==> src/rtl/seg_display_driver.sv <==
// seg_display_driver
// Captures 8-bit values from the Execute stage's {valid, value} bus, converts
// them to decimal digits (shift-add-3) or hex nibbles, and scans them onto four
// common-anode seven-segment digits.
// Ports:
//   clk        system clock, rising edge
//   rst_n      asynchronous active-low reset
//   datainseg  [8] show request, [7:0] value
//   an         active-low one-hot digit enable, an[0] = rightmost digit
//   seg        active-low segments {g,f,e,d,c,b,a}
//   dp         active-low decimal point, held inactive
//   busy       high while a conversion is in flight
module seg_display_driver #(
  parameter logic [15:0] REFRESH_CNT = 16'd50000,
  parameter logic        HEX_MODE    = 1'b0
) (
  input  logic       clk,
  input  logic       rst_n,
  input  logic [8:0] datainseg,
  output logic [3:0] an,
  output logic [6:0] seg,
  output logic       dp,
  output logic       busy
);

  localparam int unsigned BIN_W  = 8;
  localparam int unsigned BCD_W  = 12;
  localparam int unsigned SH_W   = BCD_W + BIN_W;
  localparam int unsigned CNT_W  = 16;
  localparam int unsigned ITER_W = 4;
  localparam int unsigned SEG_W  = 7;

  localparam logic [SEG_W-1:0]  BLANK     = 7'h7F;
  localparam logic [ITER_W-1:0] LAST_ITER = 4'd7;

  typedef enum logic [1:0] {IDLE, SHIFT, LOAD} state_t;

  // Active-low gfedcba pattern for one hex/decimal digit.
  function automatic logic [SEG_W-1:0] encode(input logic [3:0] d);
    logic [SEG_W-1:0] p;
    case (d)
      4'h0: p = 7'b1000000;
      4'h1: p = 7'b1111001;
      4'h2: p = 7'b0100100;
      4'h3: p = 7'b0110000;
      4'h4: p = 7'b0011001;
      4'h5: p = 7'b0010010;
      4'h6: p = 7'b0000010;
      4'h7: p = 7'b1111000;
      4'h8: p = 7'b0000000;
      4'h9: p = 7'b0010000;
      4'hA: p = 7'b0001000;
      4'hB: p = 7'b0000011;
      4'hC: p = 7'b1000110;
      4'hD: p = 7'b0100001;
      4'hE: p = 7'b0000110;
      default: p = 7'b0001110;
    endcase
    return p;
  endfunction

  // Double-dabble correction for one BCD nibble.
  function automatic logic [3:0] adj3(input logic [3:0] n);
    return (n >= 4'd5) ? n + 4'd3 : n;
  endfunction

  state_t                  state, state_n;
  logic [ITER_W-1:0]       iter, iter_n;
  logic [SH_W-1:0]         shreg, shreg_n;
  logic [BIN_W-1:0]        last_value, last_n;
  logic                    have_value, have_n;
  logic [3:0][SEG_W-1:0]   dig, dig_n;
  logic                    busy_n;
  logic [BCD_W-1:0]        bcd_adj;
  logic [3:0]              hund, tens, ones;

  logic [CNT_W-1:0]        cnt;
  logic [1:0]              idx, idx_n;
  logic                    pending;

  // State register and conversion datapath registers.
  always_ff @(posedge clk or negedge rst_n) begin
    if (!rst_n) begin
      state      <= IDLE;
      iter       <= '0;
      shreg      <= '0;
      last_value <= '0;
      have_value <= 1'b0;
      dig        <= {4{BLANK}};
      busy       <= 1'b0;
    end else begin
      state      <= state_n;
      iter       <= iter_n;
      shreg      <= shreg_n;
      last_value <= last_n;
      have_value <= have_n;
      dig        <= dig_n;
      busy       <= busy_n;
    end
  end

  // Next-state, capture, shift-add-3 and digit load.
  always_comb begin
    state_n = state;
    iter_n  = iter;
    shreg_n = shreg;
    last_n  = last_value;
    have_n  = have_value;
    dig_n   = dig;
    bcd_adj = {adj3(shreg[19:16]), adj3(shreg[15:12]), adj3(shreg[11:8])};
    hund    = shreg[19:16];
    tens    = shreg[15:12];
    ones    = shreg[11:8];

    case (state)
      IDLE: begin
        // Re-requests for the value already shown are dropped.
        if (datainseg[8] && (!have_value || datainseg[7:0] != last_value)) begin
          last_n  = datainseg[7:0];
          shreg_n = {{BCD_W{1'b0}}, datainseg[7:0]};
          have_n  = 1'b1;
          iter_n  = '0;
          state_n = HEX_MODE ? LOAD : SHIFT;
        end
      end
      SHIFT: begin
        shreg_n = SH_W'({bcd_adj, shreg[BIN_W-1:0]} << 1);
        iter_n  = iter + 4'd1;
        if (iter == LAST_ITER) state_n = LOAD;
      end
      LOAD: begin
        state_n = IDLE;
        if (HEX_MODE) begin
          dig_n = {BLANK, BLANK, encode(last_value[7:4]), encode(last_value[3:0])};
        end else begin
          // Leading-zero blanking; ones digit always lit.
          dig_n[3] = BLANK;
          dig_n[2] = (hund != 4'd0) ? encode(hund) : BLANK;
          dig_n[1] = (hund != 4'd0 || tens != 4'd0) ? encode(tens) : BLANK;
          dig_n[0] = encode(ones);
        end
      end
      default: state_n = IDLE;
    endcase

    busy_n = (state_n != IDLE);
  end

  assign idx_n = idx + 2'd1;

  // Digit scan; seg also refreshes the cycle after new digits are loaded.
  always_ff @(posedge clk or negedge rst_n) begin
    if (!rst_n) begin
      cnt     <= '0;
      idx     <= '0;
      an      <= 4'b1110;
      seg     <= BLANK;
      pending <= 1'b0;
    end else begin
      pending <= (state == LOAD);
      if (cnt == REFRESH_CNT - 16'd1) begin
        cnt <= '0;
        idx <= idx_n;
        an  <= ~(4'b0001 << idx_n);
        seg <= dig[idx_n];
      end else begin
        cnt <= cnt + 16'd1;
        if (pending) seg <= dig[idx];
      end
    end
  end

  assign dp = 1'b1;

endmodule

==> config.mk <==
export PLATFORM = sky130hd
export DESIGN_NAME = seg_display_driver
export DESIGN_NICKNAME = d
export VERILOG_FILES = /design/src/rtl/seg_display_driver.sv
export SDC_FILE = /design/constraint.sdc
export NUM_CORES = 1
export LEC_CHECK = 0
export BUFFER_PORTS_ARGS = -buffer_cell sky130_fd_sc_hd__buf_2
export CELL_PAD_IN_SITES_DETAIL_PLACEMENT = 0
export CELL_PAD_IN_SITES_GLOBAL_PLACEMENT = 2
export CORE_UTILIZATION = 42
export DETAILED_ROUTE_END_ITERATION = 16
export PLACE_DENSITY = 0.95
export SYNTH_ARGS = -nofsm -noshare
export SYNTH_HDL_FRONTEND = slang
export SYNTH_SLANG_ARGS = --single-unit
==> constraint.sdc <==
create_clock -name clk -period 2.98 [get_ports clk]
set_input_delay 0.596 -clock clk [delete_from_list [all_inputs] [get_ports clk]]
set_output_delay 0.596 -clock clk [all_outputs]
set_load 0.02 [all_outputs]
==> results of run 1 <==
-- registers in the layout, summed over array words and instances, names as in the netlist, 4 cells and up --
name / cells
seg: 7
last_value: 8
cnt: 16
iter: 4
an: 4
shreg: 20
dig: 21
-- area by class of cell --
class                   instances  area (um2)
inverters                      14        52.6
clock buffers                   9         225
multi-input cells             396        2480
repair buffers                 31         193
well taps                     143         179
clock inverters                 7        80.1
fillers                      1125        5990
flip-flops and latches         87        2220
-- worst paths after layout --
check	end	slack (ns)	depth (start not counted)	from
worst max-delay path	seg[5]$_DFFE_PN1P_	0.89	6	idx[1]$_DFFE_PN0N_
worst min-delay path	pending$_DFF_PN0_	0.25	1	rst_n
worst max register to register	seg[5]$_DFFE_PN1P_	0.89	6	idx[1]$_DFFE_PN0N_
worst min register to register	an[2]$_DFFE_PN1N_	0.46	2	an[2]$_DFFE_PN1N_
max in group asynchronous	dig[1]$_DFFE_PN1P_	2.05	2	rst_n
min in group clk	an[2]$_DFFE_PN1N_	0.46	2	an[2]$_DFFE_PN1N_
-- synth_stat cells (2+ instances only) --
master    number  share of area [%]
nand2_1       94                7.2
dfrtp_1       56                 29
nor2_1        36                2.8
nor3_1        17                1.7
mux2i_1       14                2.9
nand3_1        9               0.92
xnor2_1       19                3.4
and2_1         2               0.25
nand4_1        4               0.51
a31oi_1        8                1.0
o21ai_0       27                2.8
ha_1          24                6.1
o21ai_1       10                1.0
inv_1         13               0.99
a21oi_1       33                3.4
buf_2         13                1.3
clkbuf_1      22                1.7
o221ai_1      14                2.5
dfstp_2       31                 17
a21o_1         3               0.46
a211o_1        2               0.36
mux2_2         7                1.6
nor3b_1        3               0.46
nor2b_1        9                1.1
xor2_1         8                1.4
a311oi_1       4               0.71
a211oi_1      10                1.5
and3_1         3               0.38
nand2b_1      17                2.2
or2_2          3               0.38
-- power by group through the flow --
stage	Clock [mW]	Sequential [mW]	Combinational (mW)
after floorplan	0	1.93	1.67
final	1.15	2.14	1.92
after global routing	1.24	2.22	2.23
after detailed placement	0	2.16	1.92
after CTS	1.19	2.14	1.93
after global placement	0	2.13	1.89
-- kinds of logic (layout without fill, tap and decap cells) --
| logic type | count (synthesis) | after routing | share of synthesized area, % |
|---|---|---|---|
| other | 1 | 1 | 0.0764 |
| buffers and inverters | 51 | 61 | 4.31 |
| and+or+nand+nor | 205 | 205 | 19.8 |
| xor gates and xnor gates | 27 | 27 | 4.82 |
| DFF | 87 | 87 | 45.2 |
| AOI/OAI and AO/OA | 117 | 117 | 14.7 |
| muxes | 22 | 22 | 4.92 |
| adders and majority gates | 24 | 24 | 6.12 |
-- metal layers --
layer / vias to the layer above / part of all wire (%) / global-route usage (%)
met5: - / 0 / 0
met4: 0 / 2.6 / 8.48
met3: 17 / 3.3 / 3.06
met2: 73 / 43 / 27.1
met1: 1708 / 51 / 24.6
li1: 1846 / - / -
==> metrics.txt, run 1 <==
Post-CTS Setup Inserts 0; Netlist cell types 49; pin count of the biggest net entering global routing 44; number of flops mapped to enable cells by yosys 0; MaxCap Viol Count 0; layout cell share with drive strength beyond 1 17.6%; # resized after CTS 0; synthesized netlist cell count 534; Internal 3.20 mW; Placed Area 5120 um2; Finished Cell Area 5420 um2; Startpoint Class register; Post-Layout Cell Count 687; pre-CTS setup slack 0.964 ns; Clock power frac 22.1%; ANT nets after route 0; clk root buf clkbuf_16; Worst-Skew Late Latency 0.35 ns; crit path max-delay cell type ha_1; Max Fclk 479 MHz; DR vias/cell 5.30; fin crit period 2.09 ns; status finished clean; port buffer count 22; clock-pin slew on the worst setup and hold paths 0.06 ns; Hold Crit Class primary input to asynchronous set/reset pin; setup_tns 0 ns; clk sink count 87; gr usage total 17.8%; routed vias 3,644; final worst setup slack 0.891 ns; CP Max Fanout 15; Post-Route Utilization 47.5%; Seq cells post-synth 87; Logic pwr share 36.8%; most frequent cells in the layout nand2_1 (94), dfrtp_1 (56), nor2_1 (36); top_reg_cell synth dfrtp_1; syn avg cell area 9.19 um2; initial antenna violation count 0; Cell Pwr Density 962 nW/um2; die area 12,100 um2; Residual DRC 0; RSZ-0062 raised after global routing false; Routability Congestion 0.786; gr ovfl total 0; Ant. Diodes 0; Synth Warn # 0; power consumption 5.22 mW; routed wire length 9.59 mm; wire per inst 14.0 um; CTS tree done; CP cell instances inv_1 > ha_1 > mux2i_1 > a21oi_1 > nor2_1 > a31oi_1; Die Y 110 um; crit end category register; worst path required time 3.25 ns; worst hold slack 0.247 ns; Switching Power 2.01 mW; DR iter-0 viols 214; H-Tree Depth 3; most common cell after layout, fill and taps aside nand2_1; CTS hold repair buffers 0; Slew HR 38.0%; placed insts 671; Syn-to-layout area delta 10.6%; num rows 39; crit share post-route 70.1%; Num CTS Buffers 9; register area share after synthesis 45.2%; crit-path max cell delay 0.70 ns; Chip Width 110 um; crit path DAT 2.36 ns; CP delay by family, top adder cells; DR pass1 iterations 4; Net Sw Frac 38.6%; Synth Cell Area 4910 um2; Reg power frac 41.1%; first-pass GRT wire length 16.8 mm; syn nets 569; Worst-Margin Slew 0.930 ns; leakage 2.36 nW; Initial Util 43.0%; final setup fails 0; CTS max path bufs 2; Slew Viols, Final 0; core footprint 11,400 um2; CP bufs+invs 1; final hold violations 0; vias in the first global route 3,543; clock skew 0.00728 ns; crit path kind register to register; nets 574; Max IR drop VDD 0.471 mV; Post-synth ARST share 100%; hpwl dp 6.66 mm; # IOs 24
(Power assumes the default switching activity.)
==> run 2: changes to the inputs <==
--- a/config.mk
+++ b/config.mk
@@ -8,9 +8,9 @@
 export BUFFER_PORTS_ARGS = -buffer_cell sky130_fd_sc_hd__buf_2
 export CELL_PAD_IN_SITES_DETAIL_PLACEMENT = 0
 export CELL_PAD_IN_SITES_GLOBAL_PLACEMENT = 2
-export CORE_UTILIZATION = 42
+export CORE_UTILIZATION = 35
 export DETAILED_ROUTE_END_ITERATION = 16
-export PLACE_DENSITY = 0.95
+export PLACE_DENSITY = 0.85
 export SYNTH_ARGS = -nofsm -noshare
 export SYNTH_HDL_FRONTEND = slang
 export SYNTH_SLANG_ARGS = --single-unit
==> constraint.sdc (replaced) <==
create_clock -name clk -period 1.7 [get_ports clk]
set_input_delay 0.34 -clock clk [delete_from_list [all_inputs] [get_ports clk]]
set_output_delay 0.34 -clock clk [all_outputs]
set_load 0.02 [all_outputs]
==> run 2 against run 1 <==
  * Via count increased by 2.5%
  * First-iteration DRC count increased by 22%
  * Design area increased by 5.8%
  * Non-clock buffer count increased by 32
  * Sequential power increased by 66%
  * Sequential share of layout area decreased by 2.2 points
==> metrics.txt, run 2 (same netlist as run 1, synthesis figures left out) <==
status finished clean (unchanged); CP cell instances inv_2 > ha_2 > inv_1 > mux4_2 > o21ai_0 > nand2_1 (was inv_1 > ha_1 > mux2i_1 > a21oi_1 > nor2_1 > a31oi_1); RSZ-0062 raised after global routing false (unchanged); Worst-Skew Late Latency 0.34 ns (was 0.35 ns); crit path max-delay cell type mux4_2 (was ha_1); gr ovfl total 0 (unchanged); CP Launch Point shreg[12]$_DFFE_PN0P_ (was idx[1]$_DFFE_PN0N_); fin crit period 1.62 ns (was 2.09 ns); initial antenna violation count 0 (unchanged); biggest regs dig: 21 flops, shreg: 20 flops, cnt: 16 flops (unchanged); reg2reg start shreg[12]$_DFFE_PN0P_ (was idx[1]$_DFFE_PN0N_); die area 14,500 um2 (was 12,100 um2); Max Fclk 616 MHz (was 479 MHz); Hold Crit Class primary input to register (was primary input to asynchronous set/reset pin); clk root buf clkbuf_16 (unchanged); most frequent cells in the layout nand2_1 (94), dfrtp_1 (54), buf_4 (38) (was nand2_1 (94), dfrtp_1 (56), nor2_1 (36)); layout cell share with drive strength beyond 1 24.3% (was 17.6%); final worst setup slack 0.0767 ns (was 0.891 ns); DR vias/cell 4.97 (was 5.30); Num CTS Buffers 9 (unchanged); clk sink count 87 (unchanged); register bank with the most flops dig (unchanged); crit end category register (unchanged); CTS tree done (unchanged); setup_tns 0 ns (unchanged); ANT nets after route 0 (unchanged); Initial Util 36.5% (was 43.0%); depth of the worst register-to-register path 6 (unchanged); gr usage total 15.3% (was 17.8%); hpwl dp 7.26 mm (was 6.66 mm); worst path required time 1.97 ns (was 3.25 ns); MaxCap Viol Count 0 (unchanged); crit path DAT 1.89 ns (was 2.36 ns); nets 606 (was 574); # IOs 24 (unchanged); routed vias 3,736 (was 3,644); crit-path max cell delay 0.45 ns (was 0.70 ns); core footprint 13,500 um2 (was 11,400 um2); crit share post-route 95.5% (was 70.1%); Cell Pwr Density 1650 nW/um2 (was 962 nW/um2); Setup crit end dig[10]$_DFFE_PN1P_ (was seg[5]$_DFFE_PN1P_); DR iter-0 viols 261 (was 214); CTS max path bufs 2 (unchanged); DR pass1 iterations 4 (unchanged); num rows 42 (was 39); max FFs per register 21 (unchanged); Die Y 120 um (was 110 um); H-Tree Depth 3 (unchanged); placed insts 733 (was 671); Post-Layout Cell Count 752 (was 687); most common cell after layout, fill and taps aside nand2_1 (unchanged); wire per inst 13.2 um (was 14.0 um); clock-pin slew on the worst setup and hold paths 0.06 ns (about the same); Ant. Diodes 0 (unchanged); clock skew 0.00891 ns (was 0.00728 ns); port buffer count 22 (unchanged); leakage 2.50 nW (was 2.36 nW); Finished Cell Area 5740 um2 (was 5420 um2); final hold violations 0 (unchanged); pin count of the biggest net entering global routing 42 (was 44); Slew HR 57.8% (was 38.0%); Startpoint Class register (unchanged); Routability Congestion 0.795 (was 0.786); first-pass GRT wire length 17.6 mm (was 16.8 mm); vias in the first global route 3,658 (was 3,543); Syn-to-layout area delta 17.0% (was 10.6%); Max IR drop VDD 0.836 mV (was 0.471 mV); Worst-Margin Slew 0.633 ns (was 0.930 ns); routed wire length 9.96 mm (was 9.59 mm); Slew Viols, Final 0 (unchanged); reg2reg end dig[10]$_DFFE_PN1P_ (was seg[5]$_DFFE_PN1P_); Worst R2R Setup Slack 0.08 ns (was 0.89 ns); Residual DRC 0 (unchanged); final setup fails 0 (unchanged); Placed Area 5390 um2 (was 5120 um2); crit path kind register to register (unchanged); pre-CTS setup slack 0.0222 ns (was 0.964 ns); Chip Width 120 um (was 110 um); worst hold slack 0.253 ns (was 0.247 ns); CP Max Fanout 5 (was 15)
## run 2: cell types whose count changed in the layout (fill, tap and decap cells not counted), moves of 3 or more
cell	before	now
ha_1	24	20
a21oi_1	33	30
buf_4	9	38
inv_2	0	3
ha_2	0	4
inv_1	13	10
a21oi_2	0	3
## run 2: routing by layer
layer / GRT usage (%) / vias to the layer above / share of wire, %
li1: - / 1919 / -
met1: 20.4 / 1761 / 50
met2: 23.7 / 47 / 46
met3: 3.82 / 9 / 3.0
met4: 5.94 / 0 / 1.1
met5: 0 / - / 0
## run 2: worst min path at each step
stage                      start  cells after the start  slack (ns)                        end
global route        datainseg[4]                      3        0.26  last_value[4]$_DFFE_PN0P_
finish              datainseg[3]                      3        0.25  last_value[3]$_DFFE_PN0P_
global placement           rst_n                      1        0.25      shreg[19]$_DFFE_PN0P_
detailed placement         rst_n                      1        0.26      shreg[19]$_DFFE_PN0P_
floorplan                  rst_n                      0        0.04          an[0]$_DFFE_PN0N_
CTS                 datainseg[3]                      3        0.23  last_value[3]$_DFFE_PN0P_
## run 2: what timing repair did
action,in CTS,in global routing
endpoints found under the hold margin,10,0
endpoints found under the setup margin,0,29
setup buffers,0,2
resized for setup,0,16
hold buffers,1,0
## run 2: per-stage QoR
step,total power [mW],utilization [%]
2_1_floorplan,6.32,-
3_3_place_gp,7.43,40.1
3_5_place_dp,7.53,40.1
4_1_cts,9.46,42.2
5_1_grt,10.3,42.7
6_report,9.45,42.7
## run 2: worst max-delay path, delay by kind of cell, from the launching register on
family | cells | cell delay (ns)
adder cells (fa/ha/maj) | 1 | 0.32
flip-flops | 1 | 0.40
AO/OA/AOI/OAI | 1 | 0.17
AND/OR/NAND/NOR | 1 | 0.07
multiplexers | 1 | 0.45
buffers and inverters | 2 | 0.13
## run 2: area by class of cell
type                            count  area, um2
Clock buffer                       13        260
Clock inverter                      3       17.5
Fill cell                        1359       7710
Inverter                           14       52.6
Multi-Input combinational cell    396       2520
Sequential cell                    87       2220
Tap cell                          176        220
Timing Repair Buffer               63        452
## run 2: report_power, final
| group | switching, mW | internal (mW) |
|---|---|---|
| logic | 2.15 | 1.90 |
| clock network | 0.787 | 1.07 |
| registers | 0.642 | 2.91 |
| total | 3.57 | 5.88 |
==> run 3: changes to the inputs <==
--- a/config.mk
+++ b/config.mk
@@ -11,6 +11,7 @@
 export CORE_UTILIZATION = 35
 export DETAILED_ROUTE_END_ITERATION = 16
 export PLACE_DENSITY = 0.85
+export SETUP_SLACK_MARGIN = 0.4
 export SYNTH_ARGS = -nofsm -noshare
 export SYNTH_HDL_FRONTEND = slang
 export SYNTH_SLANG_ARGS = --single-unit
==> run 3 against run 2 <==
  * Total power rose by 25%
  * Sequential share of layout area shrank 6.2 points
  * Count of clock-buffer cells in the layout decreased by 2
  * Largest power group unchanged
==> metrics.txt, run 3 (same netlist as run 1, synthesis figures left out) <==
register bank with the most flops dig (unchanged); DR iter-0 viols 239 (was 261); vias in the first global route 3,913 (was 3,658); crit path max-delay cell type dfrtp_2 (was mux4_2); H-Tree Depth 3 (unchanged); gr usage total 16.7% (was 15.3%); RSZ-0062 raised after global routing true (was false); core footprint 13,500 um2 (unchanged); DR pass1 iterations 4 (unchanged); hpwl dp 7.49 mm (was 7.26 mm); pre-CTS setup slack 0.0429 ns (was 0.0222 ns); crit-path max cell delay 0.44 ns (was 0.45 ns); Residual DRC 0 (unchanged); final hold violations 0 (unchanged); wire per inst 14.6 um (was 13.2 um); Ant. Diodes 0 (unchanged); crit path DAT 1.84 ns (was 1.89 ns); final setup fails 0 (unchanged); fin crit period 1.56 ns (was 1.62 ns); nets 648 (was 606); Chip Width 120 um (unchanged); first-pass GRT wire length 19.1 mm (was 17.6 mm); CTS tree done (unchanged); Worst R2R Setup Slack 0.14 ns (was 0.08 ns); worst hold path endpoint last_value[4]$_DFFE_PN0P_ (was last_value[3]$_DFFE_PN0P_); # IOs 24 (unchanged); initial antenna violation count 0 (unchanged); Worst-Skew Late Latency 0.35 ns (was 0.34 ns); Cell Pwr Density 1720 nW/um2 (was 1650 nW/um2); register area 2230 um2 (was 2220 um2); Worst-Margin Slew 0.517 ns (was 0.633 ns); DR vias/cell 5.11 (was 4.97); crit share post-route 92.0% (was 95.5%); Die Y 120 um (unchanged); die area 14,500 um2 (unchanged); Num CTS Buffers 9 (unchanged); hold path cells 3 (unchanged); Max IR drop VDD 0.811 mV (was 0.836 mV); Slew Viols, Final 0 (unchanged); most frequent cells in the layout nand2_1 (90), buf_4 (58), dfrtp_1 (44) (was nand2_1 (94), dfrtp_1 (54), buf_4 (38)); Post-Route Utilization 51.1% (was 42.7%); depth of the worst register-to-register path 7 (was 6); routed vias 4,059 (was 3,736); MaxCap Viol Count 0 (unchanged); setup_tns 0 ns (unchanged); status finished clean (unchanged); Startpoint Class register (unchanged); power consumption 11.8 mW (was 9.45 mW); port buffer count 22 (unchanged); CP cell instances buf_12 > ha_4 > nand2b_4 > a21oi_4 > nor2_2 > a211o_1 > a21oi_2 (was inv_2 > ha_2 > inv_1 > mux4_2 > o21ai_0 > nand2_1); clock-pin slew on the worst setup and hold paths 0.06 ns (about the same); final worst setup slack 0.136 ns (was 0.0767 ns); leakage 2.88 nW (was 2.50 nW); biggest regs dig: 21 flops, shreg: 20 flops, cnt: 16 flops (unchanged); max FFs per register 21 (unchanged); gr ovfl total 0 (unchanged); num rows 42 (unchanged); reg2reg start shreg[12]$_DFFE_PN0P_ (unchanged); CTS max path bufs 2 (unchanged); Max Fclk 639 MHz (was 616 MHz); crit path kind register to register (unchanged); min-delay src datainseg[4] (was datainseg[3]); routed wire length 11.6 mm (was 9.96 mm); pin count of the biggest net entering global routing 39 (was 42); Slew HR 65.5% (was 57.8%); clk root buf clkbuf_16 (unchanged); most common cell after layout, fill and taps aside nand2_1 (unchanged); clk sink count 87 (unchanged); CP Max Fanout 5 (unchanged); layout cell share with drive strength beyond 1 46.4% (was 24.3%); Routability Congestion 0.789 (was 0.795); multi-input logic area 3150 um2 (was 2520 um2); clock skew 0.00908 ns (was 0.00891 ns); Initial Util 36.5% (unchanged); reg2reg end shreg[14]$_DFFE_PN0P_ (was dig[10]$_DFFE_PN1P_); ANT nets after route 0 (unchanged); crit end category register (unchanged); worst hold slack 0.250 ns (was 0.253 ns); worst path required time 1.98 ns (was 1.97 ns); Hold Crit Class primary input to register (unchanged); Syn-to-layout area delta 40.2% (was 17.0%); # fillers 1,230 (was 1,359)
## run 3: cell types whose count changed in the layout (fill, tap and decap cells not counted), sizes merged
cell	change
buf	+42
clkinv	+1
bufinv	+1
clkbuf	-2
## run 3: where the power goes
group          internal [mW]  switching (mW)
sequential              2.92           0.731
combinational           3.17            3.02
clock                   1.14           0.824
total                   7.24            4.57
## run 3: worst max-delay path by stage
| stage | cells past startpoint | slack, ns | to | start |
|---|---|---|---|---|
| after global routing | 7 | 0.08 | shreg[14]$_DFFE_PN0P_ | shreg[12]$_DFFE_PN0P_ |
| after global placement | 6 | 0.15 | dig[7]$_DFFE_PN1P_ | shreg[12]$_DFFE_PN0P_ |
| after floorplan | 9 | 0.13 | seg[6]$_DFFE_PN1P_ | idx[0]$_DFFE_PN0N_ |
| final | 7 | 0.14 | shreg[14]$_DFFE_PN0P_ | shreg[12]$_DFFE_PN0P_ |
| after detailed placement | 6 | 0.04 | dig[7]$_DFFE_PN1P_ | shreg[12]$_DFFE_PN0P_ |
| after CTS | 7 | 0.14 | dig[12]$_DFFE_PN1P_ | shreg[12]$_DFFE_PN0P_ |
## run 3: cell type report
class,count,area share (%)
clock inverter,5,0.837
inverter,14,0.946
timing repair buffer,105,13.4
multi-input combinational,396,45.8
tap,176,3.20
clock buffer,11,3.38
sequential,87,32.4
## run 3: critical path: cells and delay by family, from the launching register on
family	cells	cell delay (ns)
compound gates	3	0.53
fa+ha+maj	1	0.17
flops	1	0.44
simple gates	2	0.21
buf+inv	1	0.14
## run 3: routing by layer
metal / global-route usage (%) / part of all wire, %
met3: 3.68 / 2.2
met1: 21.6 / 46
met5: 0 / 0
met4: 6.56 / 1.8
met2: 27.0 / 50
## run 3: repair_timing
item,in CTS,in global routing
hold buffers,1,0
setup buffers,28,17
resized for setup,90,67
endpoints found under the hold margin,12,0
endpoints found under the setup margin,79,85
cloned,3,0
pin swaps,40,39
## run 3: per-stage QoR
| step | std cells | cell area [um2] |
|---|---|---|
| finish | 794 | 6880 |
| global route | 794 | 6880 |
| CTS | 777 | 6490 |
| detailed placement | 729 | 5640 |
| global placement | 729 | 5640 |
| floorplan | 534 | 5240 |
